===== src/rtl/mems_pkg.sv =====
// Shared MEMS mirror-driver definitions: DAC word width, DAC command words
// and the serial-link state encoding.
package mems_pkg;

  localparam int DAC_WORD_W = 24;

  localparam logic [DAC_WORD_W-1:0] DAC_CMD_SOFT_RESET = 24'h280001;
  localparam logic [DAC_WORD_W-1:0] DAC_CMD_EXT_REF    = 24'h380000;

  typedef enum logic [1:0] {
    ST_IDLE,
    ST_SHIFT,
    ST_HOLD,
    ST_GAP
  } dac_state_e;

endpackage


===== src/rtl/mems_dac_spi_if.sv =====
// Request/status handshake between mems_control (master) and the DAC
// serial link (slave).
interface mems_dac_spi_if
  import mems_pkg::*;
#(
  parameter int WORD_W = DAC_WORD_W
);
  logic              start;
  logic [WORD_W-1:0] data_in;
  logic              busy;
  logic              done;

  modport master (output start, data_in, input busy, done);
  modport slave  (input start, data_in, output busy, done);
endinterface


===== src/rtl/spi_phase_tick.sv =====
// Divider for the SPI link: one-cycle tick every CLK_DIV clk cycles,
// restarted by clear so a new frame always begins with a full phase.
module spi_phase_tick #(
  parameter int CLK_DIV = 4
) (
  input  logic clk,
  input  logic rst,
  input  logic clear,
  output logic tick
);
  localparam int CNT_W = $clog2(CLK_DIV + 1);

  logic [CNT_W-1:0] cnt_q;

  assign tick = (cnt_q == CNT_W'(CLK_DIV - 1));

  // NOTE: state registers use non-blocking assignments so every flop samples
  // the pre-edge values regardless of process evaluation order.
  always_ff @(posedge clk) begin
    if (rst || clear) begin
      cnt_q <= '0;
    end else if (tick) begin
      cnt_q <= '0;
    end else begin
      cnt_q <= cnt_q + CNT_W'(1);
    end
  end
endmodule


===== src/rtl/mems_dac_spi.sv =====
// Serialises one DAC command word per start request: SCLK idles high, the DAC
// samples MOSI on falling edges, SYNC_N frames the word plus a hold period.
module mems_dac_spi
  import mems_pkg::*;
#(
  parameter int CLK_DIV    = 4,
  parameter int GAP_CYCLES = 2,
  parameter int WORD_W     = DAC_WORD_W
) (
  input  logic            clk,
  input  logic            rst,
  mems_dac_spi_if.slave   bus,
  output logic            sclk,
  output logic            sync_n,
  output logic            mosi
);
  localparam int BIT_W = $clog2(WORD_W + 1);
  localparam int GAP_W = $clog2(GAP_CYCLES + 1);

  dac_state_e        state_q, state_d;
  logic [WORD_W-1:0] shreg_q, shreg_d;
  logic [BIT_W-1:0]  bit_cnt_q, bit_cnt_d;
  logic [GAP_W-1:0]  gap_cnt_q, gap_cnt_d;
  logic              busy_q, busy_d;
  logic              done_q, done_d;
  logic              sclk_q, sclk_d;
  logic              sync_n_q, sync_n_d;
  logic              mosi_q, mosi_d;
  logic              start_accept;
  logic              phase_tick;

  assign start_accept = (state_q == ST_IDLE) && bus.start;

  spi_phase_tick #(
    .CLK_DIV(CLK_DIV)
  ) u_phase_tick (
    .clk  (clk),
    .rst  (rst),
    .clear(start_accept),
    .tick (phase_tick)
  );

  // NOTE: every signal gets its hold value first, so no path through the
  // case statement can leave one unassigned and infer a latch.
  always_comb begin
    state_d   = state_q;
    shreg_d   = shreg_q;
    bit_cnt_d = bit_cnt_q;
    gap_cnt_d = gap_cnt_q;
    busy_d    = busy_q;
    done_d    = 1'b0;
    sclk_d    = sclk_q;
    sync_n_d  = sync_n_q;
    mosi_d    = mosi_q;

    unique case (state_q)
      ST_IDLE: begin
        if (bus.start) begin
          state_d   = ST_SHIFT;
          shreg_d   = bus.data_in;
          bit_cnt_d = '0;
          busy_d    = 1'b1;
          sync_n_d  = 1'b0;
          sclk_d    = 1'b1;
          mosi_d    = bus.data_in[WORD_W-1];
        end
      end
      ST_SHIFT: begin
        if (phase_tick) begin
          if (sclk_q) begin
            sclk_d = 1'b0;
          end else if (bit_cnt_q == BIT_W'(WORD_W - 1)) begin
            sclk_d  = 1'b1;
            mosi_d  = 1'b0;
            state_d = ST_HOLD;
          end else begin
            // Rising SCLK presents the next lower bit for a full high phase.
            sclk_d    = 1'b1;
            shreg_d   = shreg_q << 1;
            mosi_d    = shreg_d[WORD_W-1];
            bit_cnt_d = bit_cnt_q + BIT_W'(1);
          end
        end
      end
      ST_HOLD: begin
        if (phase_tick) begin
          sync_n_d  = 1'b1;
          gap_cnt_d = '0;
          state_d   = ST_GAP;
        end
      end
      ST_GAP: begin
        if (gap_cnt_q == GAP_W'(GAP_CYCLES - 1)) begin
          busy_d  = 1'b0;
          done_d  = 1'b1;
          state_d = ST_IDLE;
        end else begin
          gap_cnt_d = gap_cnt_q + GAP_W'(1);
        end
      end
      default: state_d = ST_IDLE;
    endcase
  end

  always_ff @(posedge clk) begin
    if (rst) begin
      state_q   <= ST_IDLE;
      shreg_q   <= '0;
      bit_cnt_q <= '0;
      gap_cnt_q <= '0;
      busy_q    <= 1'b0;
      done_q    <= 1'b0;
      sclk_q    <= 1'b1;
      sync_n_q  <= 1'b1;
      mosi_q    <= 1'b0;
    end else begin
      state_q   <= state_d;
      shreg_q   <= shreg_d;
      bit_cnt_q <= bit_cnt_d;
      gap_cnt_q <= gap_cnt_d;
      busy_q    <= busy_d;
      done_q    <= done_d;
      sclk_q    <= sclk_d;
      sync_n_q  <= sync_n_d;
      mosi_q    <= mosi_d;
    end
  end

  assign bus.busy = busy_q;
  assign bus.done = done_q;
  assign sclk     = sclk_q;
  assign sync_n   = sync_n_q;
  assign mosi     = mosi_q;
endmodule

===== src/flat_wrapper.sv =====
// flat-port wrapper written by rule: the top's interface ports become plain ports
module mems_dac_spi_flat import mems_pkg::*;
#(
  parameter int CLK_DIV    = 4,
  parameter int GAP_CYCLES = 2,
  parameter int WORD_W     = DAC_WORD_W
)
  (clk, rst, sclk, sync_n, mosi, bus_start, bus_data_in, bus_busy, bus_done);
  mems_dac_spi_if #(.WORD_W(WORD_W)) bus_i ();
  input  logic clk;
  input  logic rst;
  output logic sclk;
  output logic sync_n;
  output logic mosi;
  input wire logic [$bits(bus_i.start)-1:0] bus_start;
  input wire logic [$bits(bus_i.data_in)-1:0] bus_data_in;
  output wire logic [$bits(bus_i.busy)-1:0] bus_busy;
  output wire logic [$bits(bus_i.done)-1:0] bus_done;
  assign bus_i.start = bus_start;
  assign bus_i.data_in = bus_data_in;
  assign bus_busy = bus_i.busy;
  assign bus_done = bus_i.done;
  mems_dac_spi #(.CLK_DIV(CLK_DIV), .GAP_CYCLES(GAP_CYCLES), .WORD_W(WORD_W)) u_core (.clk(clk), .rst(rst), .bus(bus_i), .sclk(sclk), .sync_n(sync_n), .mosi(mosi));
endmodule

===== config.mk =====
export PLATFORM = sky130hd
export DESIGN_NAME = mems_dac_spi_flat
export DESIGN_NICKNAME = d
export VERILOG_FILES = /design/src/rtl/mems_pkg.sv /design/src/rtl/mems_dac_spi_if.sv /design/src/rtl/spi_phase_tick.sv /design/src/rtl/mems_dac_spi.sv /design/src/flat_wrapper.sv
export SDC_FILE = /design/constraint.sdc
export NUM_CORES = 1
export LEC_CHECK = 0
export BUFFER_PORTS_ARGS = -buffer_cell sky130_fd_sc_hd__buf_2
export CAP_MARGIN = 20
export CORE_UTILIZATION = 35
export DETAILED_ROUTE_END_ITERATION = 12
export PLACE_DENSITY = 0.61
export RECOVER_POWER = 25
export SLEW_MARGIN = 10
export SYNTH_ARGS = -nofsm -noshare
export SYNTH_HDL_FRONTEND = slang
export SYNTH_SLANG_ARGS = --single-unit

===== constraint.sdc =====
create_clock -name clk -period 1.7 [get_ports clk]
set_clock_uncertainty 0.15 [all_clocks]
set_input_delay 0.085 -clock clk [delete_from_list [all_inputs] [get_ports clk]]
set_output_delay 0.085 -clock clk [all_outputs]
set_load 0.005 [all_outputs]

After elaboration in Yosys (flattened, before gate mapping). Cells that the tools add are included. W data, S select, Z words.

Bitwise logic cells: 1. Eq/ne operators: 14. Reduce and logical (&&, ||, !) cells: 16. Muxes and demuxes: 35. Add/sub/neg operators: 3.

Operators with widths (number): $mux W23 (4); $pmux W23 S2 (1); $mux W5 (4); $mux W2 (8); $reduce_and A3 Y1 (4); $mux W1 (11); $pmux W5 S2 (1); $ne A2 B1 Y1 const B (4); $ne A2 B2 Y1 const B (4); $pmux W1 S2 (4); $pmux W2 S4 (1); $reduce_bool A2 Y1 (4); $reduce_and A6 Y1 (1); $add A5 B1 Y5 const B (1); $eq A5 B5 Y1 const B (1); $reduce_and A5 Y1 (1); $eq A2 B1 Y1 const B (2); $eq A2 B2 Y1 const B (2); $pmux W2 S2 (1); $reduce_and A4 Y1 (1); $reduce_or A2 Y1 (2); $add A3 B1 Y3 const B (1); $eq A3 B2 Y1 const B (1); $add A2 B1 Y2 const B (1); other kinds (4) (4).

Logic and storage cells: 79. Register bits after elaboration: 40. Output and inout bits: 5.

Longest topological paths before layout.
Word-level depth: 5. Gate-level depth with buffers: 8. Depth with buffers taken out: 6.

By module. Synthesis repeated with hierarchy kept, for this count alone.

Cells, all modules: 211. Area total of the unflattened synthesis: 1911.8 sq um.

By module, submodules not included: mems_dac_spi (cells each 202, times used 1, area each 1795.5 sq um); spi_phase_tick (cells each 9, times used 1, area each 116.4 sq um).

Least setup slack after synthesis. No wires, ideal clock.

Kind: reg-to-reg. Start: register u_core.state_q[1]. End: register u_core.shreg_q[4]. Stages on the path, launching flop included: 9. Library setup time: 0.146 ns. Slack: -0.091 ns. Arrival: 1.495 ns. Path buffers: 2. Data required time: 1.404 ns. Period minus slack after synthesis: 1.791 ns. Cell sequence: dfxtp_1 > inv_1 > ha_1 > buf_4 > and2b_4 > a31oi_4 > nor2_2 > buf_6 > a211oi_2.

Word-level cells in the longest chain between the ends: 3. Elaborated cells between the ends (all ways): 9.

RTL lines: from (decl) (line mems_dac_spi.sv:20) `dac_state_e state_q, state_d;`; from (signal assigned) (line mems_dac_spi.sv:117) `state_q <= state_d;`; $eq A2 B1 Y1 / $logic_not A2 Y1 (equally long branches) (line mems_dac_spi.sv:56) `unique case (state_q)`; $ne A2 B2 Y1 (no line) (tied with other cells); $reduce_and A5 Y1 (no line); to (signal assigned) (line mems_dac_spi.sv:118) `shreg_q <= shreg_d;`; to (decl) (line mems_dac_spi.sv:21) `logic [WORD_W-1:0] shreg_q, shreg_d;`.

Parallel ways exist; a longest one is shown, timed or not. A chain may end at the register's enable or synchronous reset.

Worst setup path after layout.
Start: register u_core.state_q[0]. End: register u_core.state_q[0].

Word-level cells in the longest chain between the ends: 3. Elaborated cells between the ends (all ways): 12.

RTL lines (line): $eq A2 B2 Y1 (tied with other cells) (mems_dac_spi.sv:56); $ne A2 B1 Y1 (no line) / $ne A2 B2 Y1 (equally long branches); $reduce_and A6 Y1 (no line).

Parallel ways exist; a longest one is shown, timed or not.

==> impl_metrics.env <==
export IMPL_status="complete, but fails checks"
export IMPL_violations="setup timing"
export IMPL_clock_sinks=40
export IMPL_powerDensity_mw_per_mm2=1840
export IMPL_path_delay_family="compound AO/OA/AOI/OAI gates"
export IMPL_worstPathArrival_ps=1790
export IMPL_fp_coreArea_mm2=0.00599
export IMPL_grt_busiest_layer="met2"
export IMPL_vias=1904
export IMPL_ant_nets=0
export IMPL_area_growth_pct=54.0
export IMPL_utilization_pct=56.6
export IMPL_peakVddDrop_v=0.000921
export IMPL_critical_path_class="register to register"
export IMPL_p_sw_w=0.00249
export IMPL_dp_hpwl_mm=3.40
export IMPL_antenna_found_initial=0
export IMPL_syn_instance_count=214
export IMPL_place_gp_congestion=0.799
export IMPL_slowest_delay_ps=400
export IMPL_clk_latency_ps=310
export IMPL_grt_max_degree=32
export IMPL_synthArstFlopShare_pct=0
export IMPL_cts_root_buf="clkbuf_8"
export IMPL_synth_edf_count=0
export IMPL_synth_top_area_share_pct=36.4
export IMPL_fp_dieW_um=81.3
export IMPL_comb_power_share_pct=64.3
export IMPL_p_int_w=0.00375
export IMPL_drv_cap=0
export IMPL_slew_viol_final=0
export IMPL_synth_distinct_cells=44
export IMPL_power_frac_seq_pct=22.6
export IMPL_use_met3_pct=4.94
export IMPL_drt_wl_total_mm=5.61
export IMPL_ys_flop_type="dfxtp_1"
export IMPL_grt_total_usage_pct=16.3
export IMPL_rsz0062_at_grt="yes"
export IMPL_nets=334
export IMPL_met2_usage_pct=27.8
export IMPL_die_y_um=81.3
export IMPL_grt_pass1_wl_mm=8.13
export IMPL_start_util_pct=36.7
export IMPL_synth_area_top_cells="dfxtp_1 36%, mux2i_1 11%, a211oi_2 11%"
export IMPL_wl_per_cell_um=15.0
export IMPL_setup_viol=3
export IMPL_ios=32
export IMPL_finalCriticalPeriod_ps=1730
export IMPL_fin_ws_ps=-33.9
export IMPL_synth_fp_nets=250
export IMPL_cp_max_fo=17
export IMPL_overflow=0
export IMPL_n_antenna_cell=0
export IMPL_startpoint_type="register"
export IMPL_fillCellCount=489
export IMPL_cpMaxStageDelayCell="dfxtp_4"
export IMPL_switching_share_pct=39.9
export IMPL_whs_ps=15.7
export IMPL_drc=0
export IMPL_io_buffers=31
export IMPL_fmax_mhz=577
export IMPL_end_kind="register"
export IMPL_leakagePower_nw=1.28
export IMPL_ys_ff_latch=40
export IMPL_final_common_cell="dfxtp_1"
export IMPL_die_area_mm2=0.00661
export IMPL_grt_util_met1_pct=18.8
export IMPL_clkPwrFrac_pct=13.2
export IMPL_critPathBufInv=2
export IMPL_post_route_period_util_pct=102
export IMPL_hold_path_class="primary input to register"
export IMPL_rows=28
export IMPL_routed_via_density=5.09
export IMPL_clockBufferDepth=2
export IMPL_slew_headroom_pct=79.3
export IMPL_hold_viol_final=0
export IMPL_syn_area_per_cell_um2=10.3
export IMPL_pre_cts_ws_ps=-93.4
export IMPL_yosys_warnings=0
export IMPL_cts_made_buffers=5
export IMPL_grt_pass1_vias=1839
export IMPL_h_tree_depth=2
export IMPL_drtIter0Drc=46
export IMPL_max_slew_worst_pin_slew_ps=310
export IMPL_cts_tree="yes"
export IMPL_synth_area_leader_cell="dfxtp_1"
export IMPL_netlist_area_mm2=0.00220
export IMPL_drt_pass1_iterations=4
export IMPL_final_cell_mix="35 x dfxtp_1, 30 x buf_4, 29 x buf_2"
export IMPL_ys_seq_area_share_pct=36.4
export IMPL_clk_pin_slew_ps=80
export IMPL_crit_chain="inv_4 > ha_4 > nor2b_4 > a21oi_4 > buf_6 > a41oi_1 > o21a_1"
export IMPL_drive_gt1_share_pct=52.5
export IMPL_crit_required_ps=1750
per-layer routing:
| layer | wire length (µm) | vias up |
|---|---|---|
| li1 | - | 965 |
| met1 | 2570 | 901 |
| met2 | 2740 | 31 |
| met3 | 183 | 7 |
| met4 | 110 | 0 |
| met5 | 0 | - |
power groups by stage:
stage	Combinational (W)	Clock (W)	Sequential (W)
floorplan	0.00232	0	0.00135
finish	0.00402	0.000822	0.00141
global route	0.00430	0.000862	0.00143
global placement	0.00317	0	0.00138
detailed placement	0.00319	0	0.00138
CTS	0.00339	0.000839	0.00138
through the flow:
step / TNS, ps / instance area (µm²) / total power (W) / instances
6_report: -35.6 / 3390 / 0.00625 / 374
5_1_grt: -1670 / 3390 / 0.00660 / 374
4_1_cts: 0 / 3160 / 0.00560 / 367
3_5_place_dp: -1710 / 2730 / 0.00457 / 337
3_3_place_gp: -1390 / 2730 / 0.00455 / 337
2_1_floorplan: -197 / 2290 / 0.00367 / 214
layout make-up:
| class | instances | area, µm² | share of cell area [%] |
|---|---|---|---|
| multi-input cells | 154 | 1570 | 46.3 |
| repair buffers | 91 | 772 | 22.8 |
| well taps | 75 | 93.8 | 2.77 |
| clock inverters | 3 | 46.3 | 1.37 |
| flip-flops and latches | 40 | 810 | 23.9 |
| inverters | 6 | 27.5 | 0.812 |
| clock buffers | 5 | 68.8 | 2.03 |
kinds of logic (layout without fill, tap and decap cells):
| logic type | Yosys count | count (layout) | share of synthesized area, % |
|---|---|---|---|
| muxes | 24 | 24 | 10.9 |
| adders and majority gates | 9 | 9 | 5.12 |
| and+or+nand+nor | 46 | 46 | 13.4 |
| AOI/OAI and AO/OA | 75 | 75 | 28.5 |
| DFF | 40 | 40 | 36.4 |
| buffers and inverters | 20 | 105 | 5.69 |
sequential cells by signal (all words and copies together) (netlist names):
signal                     cells
u_core.mosi                    1
u_core.sclk                    1
u_core.bit_cnt_q               5
u_core.u_phase_tick.cnt_q      3
u_core.gap_cnt_q               2
u_core.sync_n                  1
u_core.bus.busy                1
u_core.state_q                 2
u_core.shreg_q                23
u_core.bus.done                1
cell usage after synthesis, types with 2 or more instances:
| cell type | n |
|---|---|
| dfxtp_1 | 40 |
| a21oi_1 | 32 |
| mux2i_1 | 24 |
| a211oi_2 | 19 |
| nor2_1 | 10 |
| ha_1 | 9 |
| nand2_1 | 8 |
| nand2b_1 | 8 |
| inv_1 | 6 |
| a211oi_1 | 5 |
| buf_4 | 4 |
| buf_6 | 4 |
| nor2b_1 | 4 |
| o21ai_0 | 4 |
| clkbuf_1 | 3 |
| a31oi_4 | 2 |
| nand3_1 | 2 |
| nand4b_1 | 2 |
| nor3_1 | 2 |
| o22ai_1 | 2 |
worst min-delay path, delay by kind of cell:
family          cells  cell delay [ps]
buf+inv             1              100
mux                 1              160
compound gates      1               90
worst paths after layout:
path	startpoint	endpoint	slack (ps)	cells past startpoint
min reg2reg	u_core.u_phase_tick.cnt_q[0]	u_core.u_phase_tick.cnt_q[0]	290	1
max reg2reg	u_core.state_q[0]	u_core.state_q[0]	-30	7
max	u_core.state_q[0]	u_core.state_q[0]	-30	7
min	bus_data_in[4]	u_core.shreg_q[4]	20	3
what timing repair did:
item,CTS,global route
buffers inserted,4,4
gates cloned,0,3
setup endpoints to repair,30,31
pin swaps,3,19
gates resized for setup,21,26
hold endpoints to repair,22,0
hold buffers,19,0
Power figures use the tool's default switching activity.
